### src/rtl/nibble_add_pkg.sv
// Shared types and constants for the nibble-serial add/subtract controller.
package nibble_add_pkg;

    localparam int unsigned NIBBLE_W = 4;

    typedef enum logic [1:0] {
        StIdle = 2'd0,
        StAdd  = 2'd1,
        StDone = 2'd2
    } state_e;

    // Width of a counter that must hold 0..n-1; never narrower than one bit.
    function automatic int unsigned cnt_w(input int unsigned n);
        return (n <= 1) ? 1 : $clog2(n);
    endfunction

endpackage

### src/rtl/nibble_serial_add_ctrl_if.sv
// Request/result handshake bundle between requesters and the add controller.
interface nibble_serial_add_ctrl_if #(
    parameter int unsigned WIDTH = 16
);
    logic             in_valid;
    logic             in_ready;
    logic [WIDTH-1:0] op_a;
    logic [WIDTH-1:0] op_b;
    logic             op_cin;
    logic             op_sub;
    logic             out_valid;
    logic             out_ready;
    logic [WIDTH-1:0] result;
    logic             cout;
    logic             overflow;
    logic             busy;

    modport master (
        output in_valid, op_a, op_b, op_cin, op_sub, out_ready,
        input  in_ready, out_valid, result, cout, overflow, busy
    );

    modport slave (
        input  in_valid, op_a, op_b, op_cin, op_sub, out_ready,
        output in_ready, out_valid, result, cout, overflow, busy
    );
endinterface

### src/rtl/nibble_add_slice.sv
// Combinational 4-bit ripple-carry adder slice: {cout, sum} = a + b + cin.
module nibble_add_slice
    import nibble_add_pkg::*;
(
    input  logic [NIBBLE_W-1:0] a,
    input  logic [NIBBLE_W-1:0] b,
    input  logic                cin,
    output logic [NIBBLE_W-1:0] sum,
    output logic                cout
);
    // Full nibble add including carry-in
    always_comb begin
        {cout, sum} = {1'b0, a} + {1'b0, b} + {{NIBBLE_W{1'b0}}, cin};
    end
endmodule

### src/rtl/nibble_serial_add_ctrl.sv
// Sequences one shared 4-bit adder slice across NIBBLES nibbles, LSB first,
// holding the inter-nibble carry and waiting SETTLE extra cycles per nibble.
module nibble_serial_add_ctrl
    import nibble_add_pkg::*;
#(
    parameter int unsigned NIBBLES = 4,
    parameter int unsigned SETTLE  = 1
) (
    input logic                     clk,
    input logic                     rst,
    nibble_serial_add_ctrl_if.slave bus
);
    localparam int unsigned WIDTH = NIBBLE_W * NIBBLES;
    localparam int unsigned IDX_W = cnt_w(NIBBLES);
    localparam int unsigned CNT_W = cnt_w(SETTLE + 1);
    localparam logic [IDX_W-1:0] LAST_IDX   = IDX_W'(NIBBLES - 1);
    localparam logic [CNT_W-1:0] SETTLE_MAX = CNT_W'(SETTLE);

    state_e             state_q;
    logic [WIDTH-1:0]   a_q;
    logic [WIDTH-1:0]   b_q;      // already inverted for subtract
    logic               carry_q;
    logic [IDX_W-1:0]   idx_q;
    logic [CNT_W-1:0]   cnt_q;
    logic [WIDTH-1:0]   result_q;
    logic               cout_q;
    logic               ovf_q;
    logic               out_valid_q;
    logic               busy_q;
    logic               in_ready_q;

    logic [NIBBLE_W-1:0] a_nib;
    logic [NIBBLE_W-1:0] b_nib;
    logic [NIBBLE_W-1:0] slice_sum;
    logic                slice_cout;

    // {idx, 2'b00} keeps the bit offset wide enough for every nibble index
    assign a_nib = a_q[{idx_q, 2'b00} +: NIBBLE_W];
    assign b_nib = b_q[{idx_q, 2'b00} +: NIBBLE_W];

    nibble_add_slice u_slice (
        .a    (a_nib),
        .b    (b_nib),
        .cin  (carry_q),
        .sum  (slice_sum),
        .cout (slice_cout)
    );

    // Controller FSM with all outputs registered
    always_ff @(posedge clk or posedge rst) begin
        if (rst) begin
            state_q     <= StIdle;
            a_q         <= '0;
            b_q         <= '0;
            carry_q     <= 1'b0;
            idx_q       <= '0;
            cnt_q       <= '0;
            result_q    <= '0;
            cout_q      <= 1'b0;
            ovf_q       <= 1'b0;
            out_valid_q <= 1'b0;
            busy_q      <= 1'b0;
            in_ready_q  <= 1'b1;
        end else begin
            unique case (state_q)
                StIdle: begin
                    if (bus.in_valid && in_ready_q) begin
                        a_q        <= bus.op_a;
                        b_q        <= bus.op_sub ? ~bus.op_b : bus.op_b;
                        carry_q    <= bus.op_sub ? ~bus.op_cin : bus.op_cin;
                        idx_q      <= '0;
                        cnt_q      <= '0;
                        busy_q     <= 1'b1;
                        in_ready_q <= 1'b0;
                        state_q    <= StAdd;
                    end
                end
                StAdd: begin
                    if (cnt_q == SETTLE_MAX) begin
                        result_q[{idx_q, 2'b00} +: NIBBLE_W] <= slice_sum;
                        carry_q <= slice_cout;
                        cnt_q   <= '0;
                        if (idx_q == LAST_IDX) begin
                            cout_q      <= slice_cout;
                            // b_q is B_eff, so this is true signed overflow for A-B too
                            ovf_q       <= (a_q[WIDTH-1] == b_q[WIDTH-1]) &&
                                           (slice_sum[NIBBLE_W-1] != a_q[WIDTH-1]);
                            out_valid_q <= 1'b1;
                            state_q     <= StDone;
                        end else begin
                            idx_q <= idx_q + 1'b1;
                        end
                    end else begin
                        cnt_q <= cnt_q + 1'b1;
                    end
                end
                StDone: begin
                    if (bus.out_ready) begin
                        out_valid_q <= 1'b0;
                        busy_q      <= 1'b0;
                        in_ready_q  <= 1'b1;
                        state_q     <= StIdle;
                    end
                end
                default: state_q <= StIdle;
            endcase
        end
    end

    assign bus.in_ready  = in_ready_q;
    assign bus.out_valid = out_valid_q;
    assign bus.result    = result_q;
    assign bus.cout      = cout_q;
    assign bus.overflow  = ovf_q;
    assign bus.busy      = busy_q;

endmodule

### src/flat_wrapper.sv
// flat-port wrapper written by rule: the top's interface ports become plain ports
module nibble_serial_add_ctrl_flat import nibble_add_pkg::*;
#(
    parameter int unsigned NIBBLES = 4,
    parameter int unsigned SETTLE  = 1
)
  (clk, rst, bus_in_valid, bus_op_a, bus_op_b, bus_op_cin, bus_op_sub, bus_out_ready, bus_in_ready, bus_out_valid, bus_result, bus_cout, bus_overflow, bus_busy);
  nibble_serial_add_ctrl_if #(.WIDTH(16)) bus_i ();
  input logic clk;
  input logic rst;
  input wire logic [$bits(bus_i.in_valid)-1:0] bus_in_valid;
  input wire logic [$bits(bus_i.op_a)-1:0] bus_op_a;
  input wire logic [$bits(bus_i.op_b)-1:0] bus_op_b;
  input wire logic [$bits(bus_i.op_cin)-1:0] bus_op_cin;
  input wire logic [$bits(bus_i.op_sub)-1:0] bus_op_sub;
  input wire logic [$bits(bus_i.out_ready)-1:0] bus_out_ready;
  output wire logic [$bits(bus_i.in_ready)-1:0] bus_in_ready;
  output wire logic [$bits(bus_i.out_valid)-1:0] bus_out_valid;
  output wire logic [$bits(bus_i.result)-1:0] bus_result;
  output wire logic [$bits(bus_i.cout)-1:0] bus_cout;
  output wire logic [$bits(bus_i.overflow)-1:0] bus_overflow;
  output wire logic [$bits(bus_i.busy)-1:0] bus_busy;
  assign bus_i.in_valid = bus_in_valid;
  assign bus_i.op_a = bus_op_a;
  assign bus_i.op_b = bus_op_b;
  assign bus_i.op_cin = bus_op_cin;
  assign bus_i.op_sub = bus_op_sub;
  assign bus_i.out_ready = bus_out_ready;
  assign bus_in_ready = bus_i.in_ready;
  assign bus_out_valid = bus_i.out_valid;
  assign bus_result = bus_i.result;
  assign bus_cout = bus_i.cout;
  assign bus_overflow = bus_i.overflow;
  assign bus_busy = bus_i.busy;
  nibble_serial_add_ctrl #(.NIBBLES(NIBBLES), .SETTLE(SETTLE)) u_core (.clk(clk), .rst(rst), .bus(bus_i));
endmodule
### config.mk
export PLATFORM = sky130hd
export DESIGN_NAME = nibble_serial_add_ctrl_flat
export DESIGN_NICKNAME = d
export VERILOG_FILES = /design/src/rtl/nibble_add_pkg.sv /design/src/rtl/nibble_serial_add_ctrl_if.sv /design/src/rtl/nibble_add_slice.sv /design/src/rtl/nibble_serial_add_ctrl.sv /design/src/flat_wrapper.sv
export SDC_FILE = /design/constraint.sdc
export NUM_CORES = 1
export LEC_CHECK = 0
export CAP_MARGIN = 20
export CORE_ASPECT_RATIO = 0.6
export CORE_UTILIZATION = 51
export DETAILED_ROUTE_END_ITERATION = 7
export PLACE_DENSITY = 0.76
export SETUP_SLACK_MARGIN = 0.05
export SYNTH_ARGS = -nofsm -noshare
export SYNTH_HDL_FRONTEND = slang
export SYNTH_SLANG_ARGS = --single-unit
### constraint.sdc
create_clock -name clk -period 3.4 [get_ports clk]
set_input_delay 0.68 -clock clk [delete_from_list [all_inputs] [get_ports clk]]
set_output_delay 0.68 -clock clk [all_outputs]
set_load 0.02 [all_outputs]
# Yosys cells after proc, flatten, opt, wreduce, memory -nomap -nowiden

Cells that the tools add are included.

Logic and storage cells: 74
Output and inout bits: 21
Bits of input ports: 38
Register bits after elaboration: 59

Equal/unequal tests: 10
Reduce and logical (&&, ||, !) cells: 15
Add/subtract/negate cells: 5
Bitwise operators: 2
Shift operators: 4
Mux-type cells: 26

Operators by type and width:

| kind                                                  | number |
|---|---|
| indexed part select 16 x 5 -> 4 bit                   | 2 |
| bitwise mux 16 bit                                    | 1 |
| 2-to-1 mux 16 bit                                     | 1 |
| NOT 16 bit                                            | 1 |
| variable shift 4 x 6 -> 16 bit, first input constant  | 1 |
| indexed part select 4 x 6 -> 16 bit                   | 1 |
| 2-to-1 mux 2 bit                                      | 7 |
| AND reduction 4 bit                                   | 3 |
| 2-to-1 mux 1 bit                                      | 10 |
| case mux 1 bit (2 select lines)                       | 5 |
| AND reduction 3 bit                                   | 3 |
| inequality test 2 x 1 -> 1 bit, second input constant | 3 |
| negation 4 -> 6 bit                                   | 1 |
| case mux 2 bit (3 select lines)                       | 1 |
| AND reduction 2 bit                                   | 3 |
| nonzero test 2 bit                                    | 3 |
| adder 4 x 4 -> 5 bit                                  | 1 |
| adder 5 x 1 -> 5 bit                                  | 1 |
| == test 2 bit, second input constant                  | 2 |
| inequality test 2 bit, second input constant          | 2 |
| case mux 2 bit (2 select lines)                       | 1 |
| adder 2 x 1 -> 2 bit, second input constant           | 1 |
| == test 2 x 1 -> 1 bit, second input constant         | 1 |
| logical AND 1 bit                                     | 2 |
| 5 further kinds                                       | 5 |

# Depth between registers and ports, before layout

Depth after elaboration: 5
Gate-level depth with buffers: 9
Gate-level depth less buffers: 8

# Hierarchy

A second synthesis with hierarchy kept.

Cells, all modules: 283
Area total of the unflattened synthesis: 2,980.4 um^2

Modules (own cells, without submodules):

| module                 | area each (um^2) | cells each | seq. area each (um^2) | times used |
|---|---|---|---|---|
| nibble_serial_add_ctrl | 2,836.5          | 267        | 1,477.7               | 1 |
| nibble_add_slice       | 143.9            | 16         | 0.0                   | 1 |

# Worst setup path before layout

Ideal clock, no wire load.

Path kind: reg-to-reg
Start: register u_core.idx_q[0]
End: register u_core.carry_q
Clock period less this slack: 2,701 ps
Cell stages (with the launch flop): 10
Library setup time: 130 ps
Setup slack: 699 ps
Required time: 3,270 ps
Data arrival time: 2,571 ps
Buffers on the path: 1
Path through: dfrtp_1 -> buf_2 -> mux4_2 -> fa_1 -> fa_1 -> a21o_1 -> a21oi_1 -> nand2_1 -> o21ai_0 -> o31ai_1

Word-level cells in the longest chain between the ends: 5
Elaborated cells on any way between the ends: 6
Classes of those cells: add/sub (2); shift (2); mux (2)

Ends and longest elaborated chain:

| item                                                   | line                                                       | source |
|---|---|---|
| from (decl)                                            | nibble_serial_add_ctrl.sv:23                               | `logic [IDX_W-1:0] idx_q;` |
| from (signal assigned)                                 | nibble_serial_add_ctrl.sv:91                               | `idx_q <= idx_q + 1'b1;` |
| indexed part select 16 x 5 -> 4 bit (on tied branches) | nibble_serial_add_ctrl.sv:38, nibble_serial_add_ctrl.sv:39 |  |
| adder 4 x 4 -> 5 bit (*)                               | nibble_add_slice.sv:13                                     | `{cout, sum} = {1'b0, a} + {1'b0, b} + {{NIBBLE_W{1'b0}}, cin};` |
| adder 5 x 1 -> 5 bit (*)                               | nibble_add_slice.sv:13                                     |  |
| 2-to-1 mux 1 bit (*)                                   | nibble_serial_add_ctrl.sv:79                               | `if (cnt_q == SETTLE_MAX) begin` |
| case mux 1 bit (2 select lines) (*)                    | nibble_serial_add_ctrl.sv:65                               | `unique case (state_q)` |
| to (signal assigned)                                   | nibble_serial_add_ctrl.sv:70                               | `carry_q <= bus.op_sub ? ~bus.op_cin : bus.op_cin;` |
| to (signal assigned)                                   | nibble_serial_add_ctrl.sv:81                               | `carry_q <= slice_cout;` |
| to (decl)                                              | nibble_serial_add_ctrl.sv:22                               | `logic carry_q;` |

Mark *: on every way between the ends. The rest lies on a longest branch, timed or not. The select of a mux whose other input is x is not followed.
A chain may end at the register's enable or synchronous reset.

# Worst setup path after layout

Start: register u_core.idx_q[0]
End: register u_core.ovf_q, in the netlist u_core.bus.overflow

Word-level cells in the longest chain between the ends: 5
Elaborated cells on any way between the ends: 8
Classes of those cells: add/sub (2); eq/ne (2); shift (2); reduce/logical (2)

Ends and longest elaborated chain:

| item                                                   | line                                                       | source |
|---|---|---|
| indexed part select 16 x 5 -> 4 bit (on tied branches) | nibble_serial_add_ctrl.sv:38, nibble_serial_add_ctrl.sv:39 |  |
| adder 4 x 4 -> 5 bit                                   | nibble_add_slice.sv:13                                     |  |
| adder 5 x 1 -> 5 bit                                   | nibble_add_slice.sv:13                                     |  |
| inequality test 1 bit                                  | nibble_serial_add_ctrl.sv:87                               | `(slice_sum[NIBBLE_W-1] != a_q[WIDTH-1]);` |
| logical AND 1 bit                                      | nibble_serial_add_ctrl.sv:86                               | `ovf_q <= (a_q[WIDTH-1] == b_q[WIDTH-1]) &&` |
| to (signal assigned)                                   | nibble_serial_add_ctrl.sv:86                               |  |
| to (decl)                                              | nibble_serial_add_ctrl.sv:27                               | `logic ovf_q;` |

Several ways; a longest one is shown, not always the timed one.

==> flow_metrics.tcl <==
set metrics [dict create \
    syn_area_per_cell_um2 11.3 \
    cp-end-kind "flip-flop" \
    clkSinkCount 59 \
    diodes 0 \
    post_drt_wl_per_cell_um 15.0 \
    path_max_fanout 8 \
    syn_nets 303 \
    cp.arrival_ns 3.10 \
    finalHoldViolations 0 \
    ios 59 \
    port_buffers 58 \
    setup_viol_count_final 0 \
    row_count 20 \
    worst_slew_pin_slew_ns 0.935 \
    cp.required_ns 3.62 \
    cts_buffer_depth 2 \
    grt_pass1_vias 1933 \
    ys_ff_latch 59 \
    dpl_cell_area_um2 3520 \
    fin_area_um2 3760 \
    power_density_nw_per_um2 965 \
    grt_usage 0.229 \
    avgViaCountPerCell 5.32 \
    initial_utilization 0.547 \
    max_freq_mhz 347 \
    whs_ns 0.480 \
    grt_max_degree 47 \
    grt.overflow.total 0 \
    drtAntennaViolNets 0 \
    finalNetCount 368 \
    seq_area_frac_synth 0.516 \
    path_class "reg -> reg" \
    cts-resized-gates 0 \
    synthCells 254 \
    synth_edf_count 0 \
    synthTopCellsByArea "dfrtp_1, mux2_2, mux4_2" \
    fin_ws_ns 0.522 \
    relSlewSlack 0.376 \
    wirelength_mm 5.87 \
    place_congestion 0.789 \
    synth_cell_types 30 \
    holdCritPathClass "reg -> reg" \
    rsz0062_at_grt "no" \
    clkTransAtPathRegs_ns 0.06 \
    cts_setup_buffers 0 \
    dp_hpwl_mm 4.29 \
    cp_cell_sequence "buf_4 -> mux4_2 -> ha_1 -> a21o_1 -> a21oi_1 -> xor2_1 -> mux2i_1 -> o21ai_0" \
    antenna_found_initial 0 \
    die_area_um2 5930 \
    yosysWarningCount 0 \
    grt_util_met1 0.328 \
    dr.pass1.iters 4 \
    synth_top_area_share 0.507 \
    met3_usage 0.0737 \
    tritoncts "done" \
    syn_area_um2 2860 \
    critPathLaunchType "flip-flop" \
    ir_drop_mv 0.467 \
    min_period_ns 2.88 \
    route.detailed.drc 0 \
    drtIter0Drc 71 \
    period_share 0.846 \
    fin_setup_tns_ns 0 \
    grt_pass1_wl_mm 9.75 \
    die_h_um 60.0 \
    cp_slowest_stage_delay_ns 0.56 \
    insertion_delay_ns 0.34 \
    yosysMostFrequentCell "dfrtp_1" \
    slew_violations 0 \
    yosys-top-cells-count "dfrtp_1, nand2_1, a21oi_1, nor2_1" \
    ys_async_sr_fraction 1.00 \
    slowest_stage "dfrtp_1" \
    chipWidth_um 98.7 \
    drv_cap 0 \
    fin_cells 390 \
    place_inst 374 \
    status "finished clean" \
    drive_gt1_frac 0.154 \
    core_um2 5230 \
    busiest_layer "met2" \
    ys.flop_type "dfrtp_1" \
    postCtsHoldBufs 0 \
    fin_worst_skew_ns 0.00578 \
    cts_buffers 9 \
    htreeDepth 3 \
    vias 2074 \
    syn_to_final_growth_pct 31.3 \
    p_leak_nw 1.60 \
    yosys.area.top_type "dfrtp_1" \
    clockRootBuffer "clkbuf_8" \
    preCtsSetupSlack_ns 0.509 \
    gr-usage-met2 0.328 \
]
==> worst max-delay path: cells and delay by family (launching register included) <==
kind | cells | cell delay [ns]
XOR/XNOR | 1 | 0.45
adder cells (fa/ha/maj) | 1 | 0.30
multiplexers | 2 | 0.80
buffers and inverters | 1 | 0.25
flip-flops | 1 | 0.56
AO/OA/AOI/OAI | 3 | 0.40
==> final timing paths <==
check                           startpoint              endpoint  slack (ns)  cells past startpoint
min reg2reg                u_core.bus.busy       u_core.bus.busy        0.48                      1
max reg2reg                u_core.idx_q[0]   u_core.bus.overflow        0.52                      8
min in group asynchronous              rst         u_core.a_q[9]        0.87                      2
max                        u_core.idx_q[0]   u_core.bus.overflow        0.52                      8
min                        u_core.bus.busy       u_core.bus.busy        0.48                      1
max in group asynchronous              rst  u_core.bus.result[3]        1.86                      3
==> per-stage QoR <==
| stage | utilization | power (W) |
|---|---|---|
| 5_1_grt | 0.719 | 0.00389 |
| 6_report | 0.719 | 0.00363 |
| 3_3_place_gp | 0.672 | 0.00282 |
| 4_1_cts | 0.719 | 0.00366 |
| 2_1_floorplan | - | 0.00233 |
| 3_5_place_dp | 0.672 | 0.00287 |
==> registers in the layout, summed over array words and instances (netlist names) <==
name                  count
u_core.bus.busy           1
u_core.a_q               16
u_core.b_q               16
u_core.state_q            2
u_core.bus.cout           1
u_core.bus.in_ready       1
u_core.bus.result        16
u_core.bus.out_valid      1
u_core.carry_q            1
u_core.bus.overflow       1
u_core.idx_q              2
u_core.cnt_q              1
==> placed cells by master, fill, tap and decap left out, types with 2 or more instances in the layout <==
master / instances
clkdlybuf4s50_1: 58
dfrtp_1: 58
nand2_1: 38
nor2_1: 20
a21oi_1: 20
xnor2_1: 17
mux2_2: 17
o21ai_0: 16
o31ai_1: 10
clkbuf_8: 10
ha_1: 9
mux4_2: 8
buf_4: 6
inv_1: 4
nor3_1: 4
or3_1: 3
a21o_1: 3
bufinv_16: 3
nand2b_1: 2
xor2_1: 2
fa_1: 2
clkinv_2: 2
==> layer usage <==
metal  vias up  share of wire  routed length [µm]
met5         -              0                   0
met4         0          0.011                  63
met3         9          0.069                 404
met2        75           0.41                2430
met1       984           0.51                2970
li1       1006              -                   -
==> final cells by class <==
type                            instances  area, µm²
Sequential cell                        59       1480
Timing Repair Buffer                   64        626
Inverter                                6       22.5
Clock buffer                           11        141
Clock inverter                          5        100
Fill cell                             404       1470
Tap cell                               66       82.6
Multi-Input combinational cell        179       1310
==> power by group <==
group | internal, W | switching (W) | leakage, nW
clock | 0.000504 | 0.000268 | 0.123
sequential | 0.000999 | 0.000231 | 0.745
combinational | 0.000787 | 0.000840 | 0.731
==> cells by family (layout without fill, tap and decap cells) <==
kind of cell | count (synthesis) | count (layout) | share of synthesized area
buf+inv | 16 | 86 | 0.0267
fa+ha+maj | 11 | 11 | 0.0533
mux | 26 | 26 | 0.133
compound gates | 49 | 49 | 0.0970
flops | 59 | 59 | 0.516
simple gates | 74 | 74 | 0.115
xor+xnor | 19 | 19 | 0.0581
No activity file was read; power rests on OpenSTA's default activity.
